[src/rtl/mem_access_wb.sv]
// Memory-access stage + MEM/WB register: req/ack data-memory handshake, stalls upstream while busy.
// Latency: 1 cycle for non-memory ops, 2+N for memory ops; stall_o is combinational and bounded by WAIT_LIMIT.
module mem_access_wb #(
  parameter int WAIT_LIMIT = 255
) (
  input  logic        clk_i,
  input  logic        rst_i,
  input  logic        MEMR_i,
  input  logic        MEMW_i,
  input  logic [1:0]  WB_i,
  input  logic [31:0] ALUout_i,
  input  logic [31:0] RS2_i,
  input  logic [4:0]  RDaddr_i,
  output logic        dmem_req_o,
  output logic        dmem_we_o,
  output logic [31:0] dmem_addr_o,
  output logic [31:0] dmem_wdata_o,
  input  logic        dmem_ack_i,
  input  logic [31:0] dmem_rdata_i,
  output logic        stall_o,
  output logic        err_o,
  output logic [1:0]  WB_o,
  output logic [31:0] MEMdata_o,
  output logic [31:0] ALUout_o,
  output logic [4:0]  RDaddr_o
);

  typedef enum logic {IDLE, BUSY} state_t;

  state_t      state_q, state_d;
  logic [7:0]  cnt_q, cnt_d;
  logic        req_q, req_d;
  logic        we_q, we_d;
  logic [31:0] addr_q, addr_d;
  logic [31:0] wdata_q, wdata_d;
  logic        err_q, err_d;
  logic [1:0]  wb_q, wb_d;
  logic [31:0] memdata_q, memdata_d;
  logic [31:0] alu_q, alu_d;
  logic [4:0]  rd_q, rd_d;
  logic        mem_op;
  logic        timeout;
  logic        stall;

  assign mem_op  = MEMR_i | MEMW_i;
  // Ack wins over timeout when both land in the last allowed cycle.
  assign timeout = (state_q == BUSY) && !dmem_ack_i && (cnt_q == 8'(WAIT_LIMIT - 1));

  always_comb begin
    state_d   = state_q;
    cnt_d     = cnt_q;
    req_d     = req_q;
    we_d      = we_q;
    addr_d    = addr_q;
    wdata_d   = wdata_q;
    err_d     = err_q;
    wb_d      = wb_q;
    memdata_d = memdata_q;
    alu_d     = alu_q;
    rd_d      = rd_q;
    stall     = 1'b0;
    case (state_q)
      IDLE: begin
        if (mem_op) begin
          stall   = 1'b1;
          wb_d    = 2'b00;
          state_d = BUSY;
          req_d   = 1'b1;
          we_d    = MEMW_i;
          addr_d  = ALUout_i;
          wdata_d = RS2_i;
          cnt_d   = 8'd0;
        end else begin
          wb_d      = WB_i;
          alu_d     = ALUout_i;
          rd_d      = RDaddr_i;
          memdata_d = 32'd0;
        end
      end
      BUSY: begin
        if (dmem_ack_i) begin
          wb_d      = WB_i;
          alu_d     = ALUout_i;
          rd_d      = RDaddr_i;
          memdata_d = we_q ? 32'd0 : dmem_rdata_i;
          req_d     = 1'b0;
          state_d   = IDLE;
        end else if (timeout) begin
          err_d   = 1'b1;
          req_d   = 1'b0;
          wb_d    = 2'b00;
          state_d = IDLE;
        end else begin
          stall = 1'b1;
          wb_d  = 2'b00;
          cnt_d = cnt_q + 8'd1;
        end
      end
      default: state_d = IDLE;
    endcase
  end

  always_ff @(posedge clk_i or negedge rst_i) begin
    if (!rst_i) begin
      state_q   <= IDLE;
      cnt_q     <= 8'd0;
      req_q     <= 1'b0;
      we_q      <= 1'b0;
      addr_q    <= 32'd0;
      wdata_q   <= 32'd0;
      err_q     <= 1'b0;
      wb_q      <= 2'b00;
      memdata_q <= 32'd0;
      alu_q     <= 32'd0;
      rd_q      <= 5'd0;
    end else begin
      state_q   <= state_d;
      cnt_q     <= cnt_d;
      req_q     <= req_d;
      we_q      <= we_d;
      addr_q    <= addr_d;
      wdata_q   <= wdata_d;
      err_q     <= err_d;
      wb_q      <= wb_d;
      memdata_q <= memdata_d;
      alu_q     <= alu_d;
      rd_q      <= rd_d;
    end
  end

  // Gate with reset so a held memory op in EX/MEM cannot keep stalling during reset.
  assign stall_o      = stall & rst_i;
  assign dmem_req_o   = req_q;
  assign dmem_we_o    = we_q;
  assign dmem_addr_o  = addr_q;
  assign dmem_wdata_o = wdata_q;
  assign err_o        = err_q;
  assign WB_o         = wb_q;
  assign MEMdata_o    = memdata_q;
  assign ALUout_o     = alu_q;
  assign RDaddr_o     = rd_q;

endmodule

[config.mk]
export PLATFORM = sky130hd
export DESIGN_NAME = mem_access_wb
export DESIGN_NICKNAME = d
export VERILOG_FILES = /design/src/rtl/mem_access_wb.sv
export SDC_FILE = /design/constraint.sdc
export NUM_CORES = 1
export LEC_CHECK = 0
export CAP_MARGIN = 0
export CORE_MARGIN = 5
export CORE_UTILIZATION = 38
export DETAILED_ROUTE_END_ITERATION = 10
export PLACE_DENSITY = 0.87
export SLEW_MARGIN = 5
export SYNTH_ARGS = -nofsm -noshare
export SYNTH_HDL_FRONTEND = slang
export SYNTH_SLANG_ARGS = --single-unit
[constraint.sdc]
create_clock -name clk_i -period 1.5 [get_ports clk_i]
set_clock_uncertainty 0.15 [all_clocks]
set_input_delay 0.15 -clock clk_i [delete_from_list [all_inputs] [get_ports clk_i]]
set_output_delay 0.15 -clock clk_i [all_outputs]
set_load 0.02 [all_outputs]
## Yosys cells after proc, flatten, opt, wreduce, memory -nomap -nowiden

Index checks and enable logic that the tools add are counted.

| word-level totals | value |
|---|---|
| memories | 0 |
| memory bits (read-only) | 0 |
| RAM bits | 0 |
| latch bits | 0 |
| register bits | 147 |
| input port bits | 108 |

| cells by class | value |
|---|---|
| shift operators | 0 |
| $lt $le $gt $ge | 0 |
| add/subtract/negate cells | 1 |
| $mul | 0 |
| bitwise gates (word level) | 4 |
| div/mod/pow operators | 0 |
| reductions and logical operators | 8 |
| mux-type cells | 25 |
| equality and inequality tests | 7 |

Operators with widths:

| operator | count |
|---|---|
| 2-to-1 mux 32 bit | 5 |
| case mux 32 bit (2 select lines) | 2 |
| 2-to-1 mux 8 bit | 3 |
| case mux 8 bit (2 select lines) | 1 |
| 2-to-1 mux 5 bit | 2 |
| inequality test 2 bit, second input constant | 5 |
| case mux 5 bit (2 select lines) | 1 |
| adder 8 x 1 -> 8 bit, second input constant | 1 |
| == test 8 bit, second input constant | 1 |
| 2-to-1 mux 1 bit | 6 |
| AND reduction 2 bit | 3 |
| AND reduction 3 bit | 2 |
| 2-to-1 mux 2 bit | 2 |
| case mux 1 bit (2 select lines) | 2 |
| case mux 2 bit (2 select lines) | 1 |
| inequality test 3 x 2 -> 1 bit, second input constant | 1 |
| logical AND 1 bit | 2 |
| inverter 1 bit | 2 |
| bitwise AND 1 bit | 1 |
| zero test 1 bit | 1 |
| OR 1 bit | 1 |

## Logic depth before layout (Yosys ltp)

Gate-level depths: netlist of run 1.

| depth | value |
|---|---|
| depth after elaboration | 7 |
| depth in mapped cells | 7 |
| mapped depth without buffers | 6 |

## Least setup slack after synthesis of run 1

No wires, ideal clock.

| timing | value |
|---|---|
| path kind | register to output |
| start point | register cnt_q[0] |
| end point | output port stall_o |
| data required time | 1.200 ns |
| path slack | -0.200 ns |
| buffers on the path | 0 |
| data arrival time | 1.400 ns |
| cell stages (with the launch flop) | 7 |
| cell sequence | dfrtp_1 inv_1 ha_1 nand4_1 o21ai_2 nand2_1 and2_1 |

| between the ends | value |
|---|---|
| cells in the longest elaborated chain, start to end | 6 |

Ends and longest elaborated chain:

| what | RTL line | source |
|---|---|---|
| from (decl) | 31 | `logic [7:0] cnt_q, cnt_d;` |
| from (signal assigned) | 118 | `cnt_q <= cnt_d;` |
| == test 8 bit | 47 | `assign timeout = (state_q == BUSY) && !dmem_ack_i && (cnt_q == 8'(WAIT_LIMIT - 1));` |
| logical AND 1 bit | 47 |  |
| 2-to-1 mux 1 bit | 88 | `end else if (timeout) begin` |
| 2-to-1 mux 1 bit | 81 | `if (dmem_ack_i) begin` |
| case mux 1 bit (2 select lines) | 62 | `case (state_q)` |
| named net stall | 43 | `logic stall;` |
| bitwise AND 1 bit | 132 | `assign stall_o = stall & rst_i;` |
| to (decl) | 20 | `output logic stall_o,` |

The timed path passes the listed nets, and every way through them passes these cells.

## Final worst setup path of run 1

Ends and elaborated chain as after synthesis.

==> results.yml, run 1 <==
final_layout:
  layout_commonest_cell: "dfrtp_1"
  syn_to_final_growth_pct: 85.3
  drive_gt1_frac: 0.360
  nFillCells: 997
  diodes: 0
  layout_common_cells: "dfrtp_1, nand2_1, dlygate4sd2_1"
  fin_util: 0.714
  final_nets: 980
setup_path:
  worstPathCellList: "inv_1, ha_2, nand4_1, o21ai_2, nand2_2, and2_4, buf_6"
  cp.buffers_inverters: 2
  crit_required_ps: 1200
  crit_family: "flip-flops"
  worstPathMaxFanout: 2
  critPathLaunchType: "flip-flop"
  arrival_ps: 1660
  critPathSlowestCell: "dfrtp_1"
  critPathCaptureType: "primary output"
  crit_type: "reg -> out"
  max_stage_delay_ps: 380
floorplan:
  core_mm2: 0.0151
  row_count: 45
  dieHeight_um: 134
  ioPinCount: 247
  initial_core_util: 0.385
  die_area_mm2: 0.0179
  die_w_um: 134
cts:
  cts_buffers: 17
  clkTransAtPathRegs_ps: 70
  cts_sinks: 147
  cts-root-buf: "clkbuf_16"
  h-tree-depth: 4
  clockBufferDepth: 2
  cts_tree: "done"
  clk_latency_ps: 420
placed_design:
  hpwl_um: 12500
  dpl_worst_slack_ps: -592
  port-buffer-count: 246
  gp_congestion: 0.825
synthesis:
  synth_seq_cells: 147
  synth-compound-area-share: 0.0480
  yosys.area_share.simple: 0.193
  syn_area_per_cell_um2: 10.5
  synth-adder-area-share: 0.00430
  synth-xor-area-share: 0.00151
  ys.warnings.count: 0
  syn_area_mm2: 0.00582
  synth_top_family_by_area: "simple AND/OR/NAND/NOR gates"
  yosysUniqueCellTypes: 35
  synthMuxAreaShare: 0.0865
  synthCells: 555
  ys_seq_area_frac: 0.633
  syn_nets: 665
outcome:
  violations: "negative setup slack"
  status: "finished with violations"
global_route:
  use_met1: 0.265
  grt.overflow.total: 0
  use_met3: 0.0748
  grt_pass1_vias: 5799
  track_usage: 0.238
  grt_first_pass_wirelength_um: 32800
  top_usage_layer: "met2"
  antenna_found_initial: 0
  grt_max_degree: 148
  use_met2: 0.432
route:
  drc_errors: 0
  wl_per_cell_um: 20.9
  drt_iter0_drc: 318
  drtAntennaViolNets: 0
  vias: 5377
  drt_wl_total_um: 22300
  dr.pass1.iters: 4
  drt-vias-per-instance: 5.02
timing:
  setup_slack_ps: -465
  tightest_slew_ps: 839
  finalSetupViolCount: 144
  period_needed_ps: 1960
  fin_crit_sh: 1.31
  hold_viol: 0
  slew_viol_final: 0
  slew_headroom: 0.441
  fmax_ghz: 0.509
  grt_setup_unrepaired: "true"
  fin_tns_setup_ps: -30740
  whs_ps: 107
run:
  cap_violations: 0
worst_hold_path:
  worstHoldPathType: "in -> reg"
pwr:
  ir_worst_vdd_uv: 1060
  p_leak_nw: 5.44
  p_total_mw: 18.5
  power_density_mw_per_mm2: 1720
[synth_stat cells]
cell	count	share of area
a41oi_1	1	0.0015
nand2b_1	1	0.0011
mux2_2	17	0.033
and4b_1	1	0.0017
o31a_1	1	0.0015
o21ai_2	1	0.0015
xor2_1	1	0.0015
a31oi_1	1	0.0011
a21oi_1	3	0.0026
or2_2	1	0.0011
and2_1	2	0.0022
nor3_1	1	0.00086
nand2_1	259	0.17
o21ai_0	34	0.029
buf_2	17	0.015
nand4_1	3	0.0032
ha_1	2	0.0043
o211ai_1	2	0.0026
clkbuf_1	8	0.0052
buf_4	1	0.0013
mux2_4	20	0.052
nand3_1	5	0.0043
buf_6	3	0.0058
a21oi_2	1	0.0015
nor2_1	4	0.0026
o31ai_1	2	0.0026
dfrtp_1	147	0.63
inv_1	3	0.0019
a211oi_1	1	0.0013
buf_8	2	0.0052
nor3_2	1	0.0017
nor2b_1	4	0.0043
a21o_1	2	0.0026
mux2_1	1	0.0019
and4_1	2	0.0030
[layout make-up]
cell class                 instances  area (µm²)  share of cell area
sequential                       147        3680               0.341
timing repair buffer             327        3560               0.330
multi-input combinational        374        2690               0.249
clock buffer                      20         467              0.0433
tap                              188         235              0.0218
clock inverter                    12         144              0.0134
inverter                           3        11.3             0.00104
[worst reg2reg max path: cells and delay by family, from the launching register on]
kind	cells	cell delay (ps)
AO/OA/AOI/OAI	1	170
adder cells (fa/ha/maj)	1	170
buffers and inverters	7	700
flip-flops	1	380
AND/OR/NAND/NOR	2	210
[cell families (layout without fill, tap and decap cells)]
kind of cell             Yosys count  in the layout
AO/OA/AOI/OAI                     49             49
XOR/XNOR                           1              1
adder cells (fa/ha/maj)            2              2
buffers and inverters             34            362
flip-flops                       147            147
multiplexers                      38             38
AND/OR/NAND/NOR                  284            284
[power by group]
group / total, mW / switching [mW] / leakage, nW / internal [mW]
sequential: 5.94 / 0.773 / 1.83 / 5.17
combinational: 8.14 / 4.37 / 3.32 / 3.77
clock: 4.40 / 1.79 / 0.290 / 2.61
total: 18.5 / 6.93 / 5.44 / 11.6
[registers in the layout, summed over array words and instances, names as in the netlist, 2 cells and up]
name / count
MEMdata_o: 32
ALUout_o: 32
dmem_wdata_o: 32
WB_o: 2
cnt_q: 8
dmem_addr_o: 32
RDaddr_o: 5
[layer usage]
layer  part of all wire  up-vias
li1                   -     2429
met5                  0        -
met1               0.36     2668
met2               0.53      232
met3              0.074       48
met4              0.031        0
[path summary, 6_finish.rpt]
path                                   from               to  slack [ps]  cells after the start
max in group asynchronous             rst_i          state_q         160                      3
hold / removal             dmem_rdata_i[13]    MEMdata_o[13]         110                      3
setup reg to reg                   cnt_q[0]          state_q        -390                     11
min in group asynchronous             rst_i    MEMdata_o[22]         330                      3
setup / recovery                   cnt_q[0]          stall_o        -460                      7
hold reg to reg             dmem_addr_o[16]  dmem_addr_o[16]         320                      2
[repair_timing]
item,in CTS,in global routing
hold buffers,1,0
resized for setup,347,137
gates cloned,17,1
pin swaps,100,72
setup endpoints to repair,262,157
hold endpoints to repair,147,0
setup buffers,33,12
[through the flow]
step                      instances  instance area [µm²]
after floorplan                 555                 5840
after detailed placement        991                 8680
after CTS                      1072                10500
after global routing           1071                10800
after global placement          991                 8680
final                          1071                10800
(Power assumes the default switching activity.)
==> run 2, diff against run 1 <==
--- a/config.mk
+++ b/config.mk
@@ -5,12 +5,12 @@
 export SDC_FILE = /design/constraint.sdc
 export NUM_CORES = 1
 export LEC_CHECK = 0
+export ABC_AREA = 0
 export CAP_MARGIN = 0
 export CORE_MARGIN = 5
 export CORE_UTILIZATION = 38
 export DETAILED_ROUTE_END_ITERATION = 10
 export PLACE_DENSITY = 0.87
-export SLEW_MARGIN = 5
 export SYNTH_ARGS = -nofsm -noshare
 export SYNTH_HDL_FRONTEND = slang
 export SYNTH_SLANG_ARGS = --single-unit
==> results of run 2 <==
Final layout, timing and power as in run 1 (identical DEF).
